$ cat src/rtl/ps2_mouse_pkg.sv
// ps2_mouse_pkg
//   Shared definitions for the PS/2 mouse initialisation sequencer:
//   command/response byte codes, FSM state encoding, err_code values,
//   the step-table entry layout and the step-table lookup function.
//   Optional feature macro: PS2_INTELLIMOUSE_EN (adds the wheel knock
//   sequence F3 C8, F3 64, F3 50, F2 before F4).
package ps2_mouse_pkg;

    // Host-to-mouse commands
    localparam logic [7:0] CMD_RESET    = 8'hFF;
    localparam logic [7:0] CMD_SET_RATE = 8'hF3;
    localparam logic [7:0] CMD_SET_RES  = 8'hE8;
    localparam logic [7:0] CMD_ENABLE   = 8'hF4;
    localparam logic [7:0] CMD_GET_ID   = 8'hF2;

    // Mouse-to-host responses
    localparam logic [7:0] RSP_ACK      = 8'hFA;
    localparam logic [7:0] RSP_RESEND   = 8'hFE;
    localparam logic [7:0] RSP_ERROR    = 8'hFC;
    localparam logic [7:0] RSP_BAT_OK   = 8'hAA;
    localparam logic [7:0] ID_STD       = 8'h00;
    localparam logic [7:0] ID_WHEEL     = 8'h03;

    typedef enum logic [3:0] {
        ST_IDLE,
        ST_SEND,
        ST_WAIT_TX,
        ST_WAIT_ACK,
        ST_WAIT_BAT,
        ST_WAIT_ID,
        ST_NEXT,
        ST_DONE,
        ST_ERR
    } state_t;

    localparam logic [1:0] ERR_NONE    = 2'b00;
    localparam logic [1:0] ERR_TIMEOUT = 2'b01;
    localparam logic [1:0] ERR_NACK    = 2'b10;
    localparam logic [1:0] ERR_BAD_ID  = 2'b11;

    // One step of the command sequence: byte to send, whether the FA is
    // followed by a BAT (AA then 00), and whether it is followed by a
    // device ID byte (wheel detection).
    typedef struct packed {
        logic [7:0] cmd;
        logic       exp_bat;
        logic       exp_id;
    } step_t;

    localparam int unsigned STEP_W = 4;
`ifdef PS2_INTELLIMOUSE_EN
    localparam int unsigned N_STEPS = 13;
`else
    localparam int unsigned N_STEPS = 6;
`endif

    function automatic step_t get_step(input logic [STEP_W-1:0] idx,
                                       input logic [7:0]        rate,
                                       input logic [7:0]        res);
        step_t s;
        s = '{CMD_ENABLE, 1'b0, 1'b0};
        case (idx)
            4'd0:  s = '{CMD_RESET,    1'b1, 1'b0};
            4'd1:  s = '{CMD_SET_RATE, 1'b0, 1'b0};
            4'd2:  s = '{rate,         1'b0, 1'b0};
            4'd3:  s = '{CMD_SET_RES,  1'b0, 1'b0};
            4'd4:  s = '{res,          1'b0, 1'b0};
`ifdef PS2_INTELLIMOUSE_EN
            4'd5:  s = '{CMD_SET_RATE, 1'b0, 1'b0};
            4'd6:  s = '{8'hC8,        1'b0, 1'b0};
            4'd7:  s = '{CMD_SET_RATE, 1'b0, 1'b0};
            4'd8:  s = '{8'h64,        1'b0, 1'b0};
            4'd9:  s = '{CMD_SET_RATE, 1'b0, 1'b0};
            4'd10: s = '{8'h50,        1'b0, 1'b0};
            4'd11: s = '{CMD_GET_ID,   1'b0, 1'b1};
`endif
            default: s = '{CMD_ENABLE, 1'b0, 1'b0};
        endcase
        return s;
    endfunction

endpackage

$ cat src/rtl/ps2_timeout_timer.sv
// ps2_timeout_timer
//   Response timer for the PS/2 initialisation sequencer.
//   Ports:
//     clk, rst      clock, asynchronous active-high reset
//     i_clr         synchronous clear of the count
//     i_en          count enable (controller is in a wait state)
//     i_sel_bat     1 selects BAT_TIMEOUT_CYC, 0 selects ACK_TIMEOUT_CYC
//     o_timeout     high while enabled and count equals limit-1
module ps2_timeout_timer #(
    parameter int unsigned ACK_TIMEOUT_CYC = 5_000_000,
    parameter int unsigned BAT_TIMEOUT_CYC = 50_000_000
) (
    input  logic clk,
    input  logic rst,
    input  logic i_clr,
    input  logic i_en,
    input  logic i_sel_bat,
    output logic o_timeout
);

    localparam logic [31:0] ACK_LAST = 32'(ACK_TIMEOUT_CYC - 1);
    localparam logic [31:0] BAT_LAST = 32'(BAT_TIMEOUT_CYC - 1);

    logic [31:0] r_cnt;
    logic [31:0] w_last;
    logic        w_at_last;

    assign w_last    = i_sel_bat ? BAT_LAST : ACK_LAST;
    assign w_at_last = (r_cnt == w_last);

    always_ff @(posedge clk or posedge rst) begin
        if (rst) begin
            r_cnt <= '0;
        end else if (i_clr) begin
            r_cnt <= '0;
        end else if (i_en && !w_at_last) begin
            r_cnt <= r_cnt + 32'd1;
        end
    end

    assign o_timeout = i_en && w_at_last;

endmodule

$ cat src/rtl/ps2_mouse_init_ctrl.sv
// ps2_mouse_init_ctrl
//   Configuration sequencer between the PS/2 transceiver and the mouse
//   packet assembler: resets the mouse, sets sample rate and resolution,
//   enables streaming, checks each acknowledge, retries on resend/timeout.
//   Ports:
//     clk, reset        clock, asynchronous active-high reset
//     start             pulse; restarts the sequence from step 0
//     tx_done_tick      transceiver finished sending a byte
//     rx_done_tick      transceiver received a byte (rx_data valid)
//     wr_ps2, tx_data   one-cycle send strobe and registered byte to send
//     busy              sequence in progress
//     ready             stream mode active
//     error, err_code   sticky error flag; 01 timeout, 10 nack, 11 bad BAT/ID
//     wheel_en          wheel protocol detected
//   Optional feature macro: PS2_INTELLIMOUSE_EN (wheel knock sequence).
module ps2_mouse_init_ctrl
    import ps2_mouse_pkg::*;
#(
    parameter logic [7:0]  SAMPLE_RATE     = 8'h64,
    parameter logic [7:0]  RESOLUTION      = 8'h02,
    parameter int unsigned ACK_TIMEOUT_CYC = 5_000_000,
    parameter int unsigned BAT_TIMEOUT_CYC = 50_000_000,
    parameter int unsigned MAX_RETRY       = 3
) (
    input  logic       clk,
    input  logic       reset,
    input  logic       start,
    input  logic       tx_done_tick,
    input  logic       rx_done_tick,
    input  logic [7:0] rx_data,
    output logic       wr_ps2,
    output logic [7:0] tx_data,
    output logic       busy,
    output logic       ready,
    output logic       error,
    output logic [1:0] err_code,
    output logic       wheel_en
);

    localparam logic [STEP_W-1:0] LAST_STEP = STEP_W'(N_STEPS - 1);
    localparam logic [3:0]        RETRY_LIM = 4'(MAX_RETRY);

    state_t            r_state,  w_state_nx;
    logic [STEP_W-1:0] r_step,   w_step_nx;
    logic [3:0]        r_retry,  w_retry_nx;
    logic              r_wr,     w_wr_nx;
    logic [7:0]        r_tx,     w_tx_nx;
    logic              r_error,  w_error_nx;
    logic [1:0]        r_err,    w_err_nx;
    step_t             w_entry;
    logic              w_timeout;
    logic              w_tmr_clr;
    logic              w_tmr_en;
    logic              w_tmr_bat;
`ifdef PS2_INTELLIMOUSE_EN
    logic              r_wheel,  w_wheel_nx;
`endif

    assign w_entry = get_step(r_step, SAMPLE_RATE, RESOLUTION);

    ps2_timeout_timer #(
        .ACK_TIMEOUT_CYC (ACK_TIMEOUT_CYC),
        .BAT_TIMEOUT_CYC (BAT_TIMEOUT_CYC)
    ) u_timer (
        .clk       (clk),
        .rst       (reset),
        .i_clr     (w_tmr_clr),
        .i_en      (w_tmr_en),
        .i_sel_bat (w_tmr_bat),
        .o_timeout (w_timeout)
    );

    always_ff @(posedge clk or posedge reset) begin
        if (reset) begin
            r_state <= ST_IDLE;
            r_step  <= '0;
            r_retry <= '0;
            r_wr    <= 1'b0;
            r_tx    <= '0;
            r_error <= 1'b0;
            r_err   <= ERR_NONE;
`ifdef PS2_INTELLIMOUSE_EN
            r_wheel <= 1'b0;
`endif
        end else begin
            r_state <= w_state_nx;
            r_step  <= w_step_nx;
            r_retry <= w_retry_nx;
            r_wr    <= w_wr_nx;
            r_tx    <= w_tx_nx;
            r_error <= w_error_nx;
            r_err   <= w_err_nx;
`ifdef PS2_INTELLIMOUSE_EN
            r_wheel <= w_wheel_nx;
`endif
        end
    end

    always_comb begin
        w_state_nx = r_state;
        w_step_nx  = r_step;
        w_retry_nx = r_retry;
        w_wr_nx    = 1'b0;
        w_tx_nx    = r_tx;
        w_error_nx = r_error;
        w_err_nx   = r_err;
`ifdef PS2_INTELLIMOUSE_EN
        w_wheel_nx = r_wheel;
`endif

        case (r_state)
            ST_IDLE: w_state_nx = ST_SEND;

            ST_SEND: begin
                w_wr_nx    = 1'b1;
                w_tx_nx    = w_entry.cmd;
                w_state_nx = ST_WAIT_TX;
            end

            ST_WAIT_TX: begin
                if (tx_done_tick) w_state_nx = ST_WAIT_ACK;
            end

            ST_WAIT_ACK: begin
                // rx_done_tick is tested first so it wins over a same-cycle timeout
                if (rx_done_tick) begin
                    if (rx_data == RSP_ACK) begin
                        if (w_entry.exp_bat)     w_state_nx = ST_WAIT_BAT;
                        else if (w_entry.exp_id) w_state_nx = ST_WAIT_ID;
                        else                     w_state_nx = ST_NEXT;
                    end else if (rx_data == RSP_RESEND && r_retry != RETRY_LIM) begin
                        w_retry_nx = r_retry + 4'd1;
                        w_state_nx = ST_SEND;
                    end else begin
                        w_state_nx = ST_ERR;
                        w_error_nx = 1'b1;
                        w_err_nx   = ERR_NACK;
                    end
                end else if (w_timeout) begin
                    if (r_retry != RETRY_LIM) begin
                        w_retry_nx = r_retry + 4'd1;
                        w_state_nx = ST_SEND;
                    end else begin
                        w_state_nx = ST_ERR;
                        w_error_nx = 1'b1;
                        w_err_nx   = ERR_TIMEOUT;
                    end
                end
            end

            ST_WAIT_BAT: begin
                if (rx_done_tick) begin
                    if (rx_data == RSP_BAT_OK) begin
                        w_state_nx = ST_WAIT_ID;
                    end else begin
                        w_state_nx = ST_ERR;
                        w_error_nx = 1'b1;
                        w_err_nx   = ERR_BAD_ID;
                    end
                end else if (w_timeout) begin
                    w_state_nx = ST_ERR;
                    w_error_nx = 1'b1;
                    w_err_nx   = ERR_TIMEOUT;
                end
            end

            ST_WAIT_ID: begin
                if (rx_done_tick) begin
`ifdef PS2_INTELLIMOUSE_EN
                    if (w_entry.exp_id && (rx_data == ID_WHEEL || rx_data == ID_STD)) begin
                        w_wheel_nx = (rx_data == ID_WHEEL);
                        w_state_nx = ST_NEXT;
                    end else
`endif
                    if (rx_data == ID_STD) begin
                        w_state_nx = ST_NEXT;
                    end else begin
                        w_state_nx = ST_ERR;
                        w_error_nx = 1'b1;
                        w_err_nx   = ERR_BAD_ID;
                    end
                end else if (w_timeout) begin
                    w_state_nx = ST_ERR;
                    w_error_nx = 1'b1;
                    w_err_nx   = ERR_TIMEOUT;
                end
            end

            ST_NEXT: begin
                w_retry_nx = '0;
                if (r_step == LAST_STEP) begin
                    w_state_nx = ST_DONE;
                end else begin
                    w_step_nx  = r_step + 1'b1;
                    w_state_nx = ST_SEND;
                end
            end

            ST_DONE: w_state_nx = ST_DONE;
            ST_ERR:  w_state_nx = ST_ERR;
            default: w_state_nx = ST_IDLE;
        endcase

        if (start) begin
            w_state_nx = ST_SEND;
            w_step_nx  = '0;
            w_retry_nx = '0;
            w_wr_nx    = 1'b0;
            w_error_nx = 1'b0;
            w_err_nx   = ERR_NONE;
`ifdef PS2_INTELLIMOUSE_EN
            w_wheel_nx = 1'b0;
`endif
        end
    end

    // Every state change (including a resend back through SEND) clears the
    // timer, so each wait state starts counting from zero.
    assign w_tmr_clr = (w_state_nx != r_state) || start;
    assign w_tmr_en  = (r_state == ST_WAIT_ACK) || (r_state == ST_WAIT_BAT) ||
                       (r_state == ST_WAIT_ID);
    assign w_tmr_bat = (r_state == ST_WAIT_BAT);

    assign wr_ps2   = r_wr;
    assign tx_data  = r_tx;
    assign busy     = (r_state != ST_IDLE) && (r_state != ST_DONE) && (r_state != ST_ERR);
    assign ready    = (r_state == ST_DONE);
    assign error    = r_error;
    assign err_code = r_err;
`ifdef PS2_INTELLIMOUSE_EN
    assign wheel_en = r_wheel;
`else
    assign wheel_en = 1'b0;
`endif

endmodule

$ cat config.mk
export PLATFORM = sky130hd
export DESIGN_NAME = ps2_mouse_init_ctrl
export DESIGN_NICKNAME = d
export VERILOG_FILES = /design/src/rtl/ps2_mouse_pkg.sv /design/src/rtl/ps2_timeout_timer.sv /design/src/rtl/ps2_mouse_init_ctrl.sv
export SDC_FILE = /design/constraint.sdc
export NUM_CORES = 1
export LEC_CHECK = 0
export ABC_AREA = 0
export BUFFER_PORTS_ARGS = -buffer_cell sky130_fd_sc_hd__clkbuf_2
export CORE_ASPECT_RATIO = 0.8
export CORE_MARGIN = 5
export CORE_UTILIZATION = 40
export CTS_CLUSTER_SIZE = 30
export DETAILED_ROUTE_END_ITERATION = 8
export MAX_ROUTING_LAYER = met4
export SLEW_MARGIN = 25
export SYNTH_ARGS = -nofsm -noshare
export SYNTH_HDL_FRONTEND = slang
export SYNTH_SLANG_ARGS = --single-unit
$ cat constraint.sdc
create_clock -name clk -period 5.3 [get_ports clk]
set_input_delay 0.53 -clock clk [delete_from_list [all_inputs] [get_ports clk]]
set_output_delay 0.53 -clock clk [all_outputs]
set_load 0.02 [all_outputs]
==> summary.txt <==
Status
  • Status: finished, final reports clean

Placed design
  • IO buf count: 26
  • Placed cell count: a little over 500
  • Post-DP HPWL: about 6000 um
  • Routability cong.: slightly above 0.8

Power
  • Comb power frac: approximately 17%
  • Pwr/cell area: about 240 mW/mm2
  • Sw Ratio: a little under a third
  • Clock network power share: 36.1%
  • Worst vdd ir: ~0.11 mV
  • Power Internal: 0.658 mW
  • Sequential share of power: between 40% and 50%
  • Net Switching: around 0.3 mW
  • Static leakage power: around 1.5 nW

Setup path
  • Worst EP required: 5.47 ns
  • Largest stage delay on the critical path: 0.66 ns
  • CP top delay family: compound AO/OA/AOI/OAI gates
  • Startpoint Class: register
  • CP Cell Sequence: nor4b_2 > mux2_4 > a2111oi_1 > a31oi_1 > nor3_4 > buf_4 > nor3_1
  • Reg2reg path depth: 7
  • Critical path's slowest cell: a2111oi_1
  • Arr. time, crit path: roughly 3.6 ns
  • CP Buf/Inv Count: 1
  • Critical path depth: 7
  • CP Capture Type: register
  • Crit path max fanout: 32
  • Kind of critical path: reg -> reg

GRT
  • GRT Overall Usage: ~16%
  • Pin count of the biggest net entering global routing: 56
  • Vias in the first global route: approximately 2800
  • First-pass GRT wire length: around 15000 um
  • Global route overflow: 0
  • Initial antenna violation count: 0

Clock tree
  • CTS tree: done
  • Post-CTS Hold Fix Bufs: 0
  • Clock slew at reported path FFs: approximately 0.08 ns
  • Later-pin clock latency in the skew report: ~0.3 ns
  • Max clock buf depth: 2
  • Clock buffers created by TritonCTS: 5
  • Clock Tree Root: clkbuf_16
  • Post-cts resize count: 0
  • H-tree Lvls: 2
  • Clock Sinks: 55
  • Post-CTS Setup Bufs: 0

Yosys
  • EDFF count, synth: 0
  • Synth top area share: approximately 36%
  • Netlist cell types: 70
  • #FFs+latches synth: 55
  • Synth area leader: dfrtp_1
  • Syn Nets: between 400 and 500
  • Cells after synthesis: 391
  • Post-Syn Area per Cell: ~9.7 um2
  • Top cells by area, synth: dfrtp_1 36%, nor3_2 7.9%, xnor2_1 4.6%
  • Yosys warnings: 0
  • Register area share after synthesis: between 30% and 40%
  • Synthesized cell area: between 0.003 and 0.004 mm2
  • Async SR Flop Fraction: 100%
  • Main synth FF type: dfrtp_1

STA
  • Unrepaired setup endpoints after global routing: no
  • Worst slew margin: ~44%
  • Post-route minimum period: roughly 3.4 ns
  • Hold Fails Final Rpt: 0
  • Worst-Margin Slew: roughly 0.84 ns
  • Final slew viol count: 0
  • Setup TNS: 0 ns
  • F_max: about 0.29 GHz
  • Crit share post-route: about two thirds
  • Final Setup Violations: 0
  • Clock skew: between 0.009 and 0.01 ns

Die
  • Rows: 31
  • Initial core utilization: about two fifths
  • Die Ht: ~97 um
  • Die W: ~120 um
  • Num ports: 28
  • Full die area: 0.0115 mm2
  • Core box area: just over 0.009 mm2

Route
  • # DRC: 0
  • WL per Instance: ~16 um
  • Vias: 2983
  • Vias per cell: between 5 and 6
  • ANT nets after route: 0
  • Routed Wire Length: around 8500 um
  • DR pass1 iterations: 6
  • Initial DRC count: about 190

Layout
  • Ant diodes: 0
  • Fin nets: about 420
  • Layout cells sized above 1: between 20% and 30%
  • Non-Filler Instances: 520
  • Synthesis-to-finish area growth: 6.22%

Worst hold path
  • Hold crit path type: in -> async

Run
  • # Max-Cap Violations: 0
[layout by cell type, fill, tap and decap left out, types with 14 or more instances in the layout]
cell / n
a21oi_1: 14
nand2_1: 27
o21ai_0: 16
xor2_1: 16
nand4_1: 17
xnor2_1: 20
dfrtp_1: 55
clkbuf_2: 26
nor2_1: 28
nor3_2: 30
[through the flow]
| stage | setup slack (ns) | utilization (%) | total power, mW | hold slack, ns | instance area, um2 |
|---|---|---|---|---|---|
| finish | 1.86 | 43.9 | 0.964 | 0.403 | 4020 |
| global route | 1.67 | 43.9 | 1.01 | 0.480 | 4020 |
| CTS | 1.88 | 43.9 | 0.974 | 0.446 | 4020 |
| detailed placement | 1.90 | 42.3 | 0.625 | 0.475 | 3870 |
| global placement | 1.95 | 42.3 | 0.623 | 0.467 | 3870 |
| floorplan | 2.69 | - | 0.605 | 0.508 | 3780 |
[layer usage]
metal | wire, um | GRT usage (%) | share of wire [%]
met2 | 3470 | 20.6 | 41
met5 | 0 | - | 0
met1 | 4580 | 24.7 | 54
met3 | 396 | 3.09 | 4.6
met4 | 70 | 3.12 | 0.82
[registers in the layout (all words and copies together) (netlist names)]
name and flops:
r_step 4, wr_ps2 1, r_state 4, error 1
err_code 2, tx_data 7, r_retry 4, u_timer.r_cnt 32
[cells in the mapped netlist (2+ instances only)]
cell       n
a31oi_1    4
ha_1       6
and2_1     4
xnor2_1   20
o31ai_1    2
nor4b_2    2
dfrtp_1   55
buf_4      5
o21bai_1   2
nand2_1   27
nor2_1    28
o211ai_1   2
o32ai_1    3
buf_6      8
or3_1      2
nor4bb_1   3
nand3b_1   2
mux2i_1    4
a211oi_1   2
a21oi_1   14
nor4_1     9
inv_1     13
and4_1     5
clkbuf_1   6
nand4_1   17
nor3b_1    4
xor2_1    16
and3_1     9
nor3_2    30
nor3_1    11
nand3_1   12
o21ai_0   16
buf_12     3
nor2b_1    9
[cell type report]
| cell class | instances | area (um2) |
|---|---|---|
| multi-input combinational | 299 | 2140 |
| sequential | 55 | 1380 |
| timing repair buffer | 30 | 160 |
| clock inverter | 3 | 22.5 |
| fill | 914 | 5140 |
| tap | 115 | 144 |
| inverter | 13 | 48.8 |
| clock buffer | 5 | 125 |
[cells by family (layout without fill, tap and decap cells)]
group / after synthesis / in the layout / synth area share [%]
fa+ha+maj: 6 / 6 / 1.99
xor+xnor: 36 / 36 / 8.34
flops: 55 / 55 / 36.4
other cells: 1 / 1 / 0.0992
compound gates: 59 / 59 / 10.4
buf+inv: 37 / 51 / 7.35
simple gates: 191 / 191 / 33.7
mux: 6 / 6 / 1.75
[worst reg2reg max path, stage by stage, from the launching register on]
cell,delay [ns]
dfrtp_1,0.62
nor4b_2,0.56
mux2_4,0.36
a2111oi_1,0.67
a31oi_1,0.30
nor3_4,0.21
buf_4,0.46
nor3_1,0.13
[power by group through the flow]
stage	Combinational [mW]	Clock [mW]	Sequential, mW
floorplan	0.143	0	0.463
global placement	0.164	0	0.459
detailed placement	0.165	0	0.460
CTS	0.166	0.357	0.452
global route	0.182	0.376	0.456
finish	0.164	0.348	0.452
[worst paths after layout]
path	startpoint	endpoint	slack [ns]
worst max-delay path	r_state[0]	u_timer.r_cnt[5]	1.86
worst min-delay path	reset	u_timer.r_cnt[12]	0.40
worst max register to register	r_state[0]	u_timer.r_cnt[5]	1.86
worst min register to register	tx_data[1]	tx_data[1]	0.49
max in group asynchronous	reset	u_timer.r_cnt[26]	4.42
min in group clk	tx_data[1]	tx_data[1]	0.49
No activity file was read; power rests on OpenSTA's default activity.
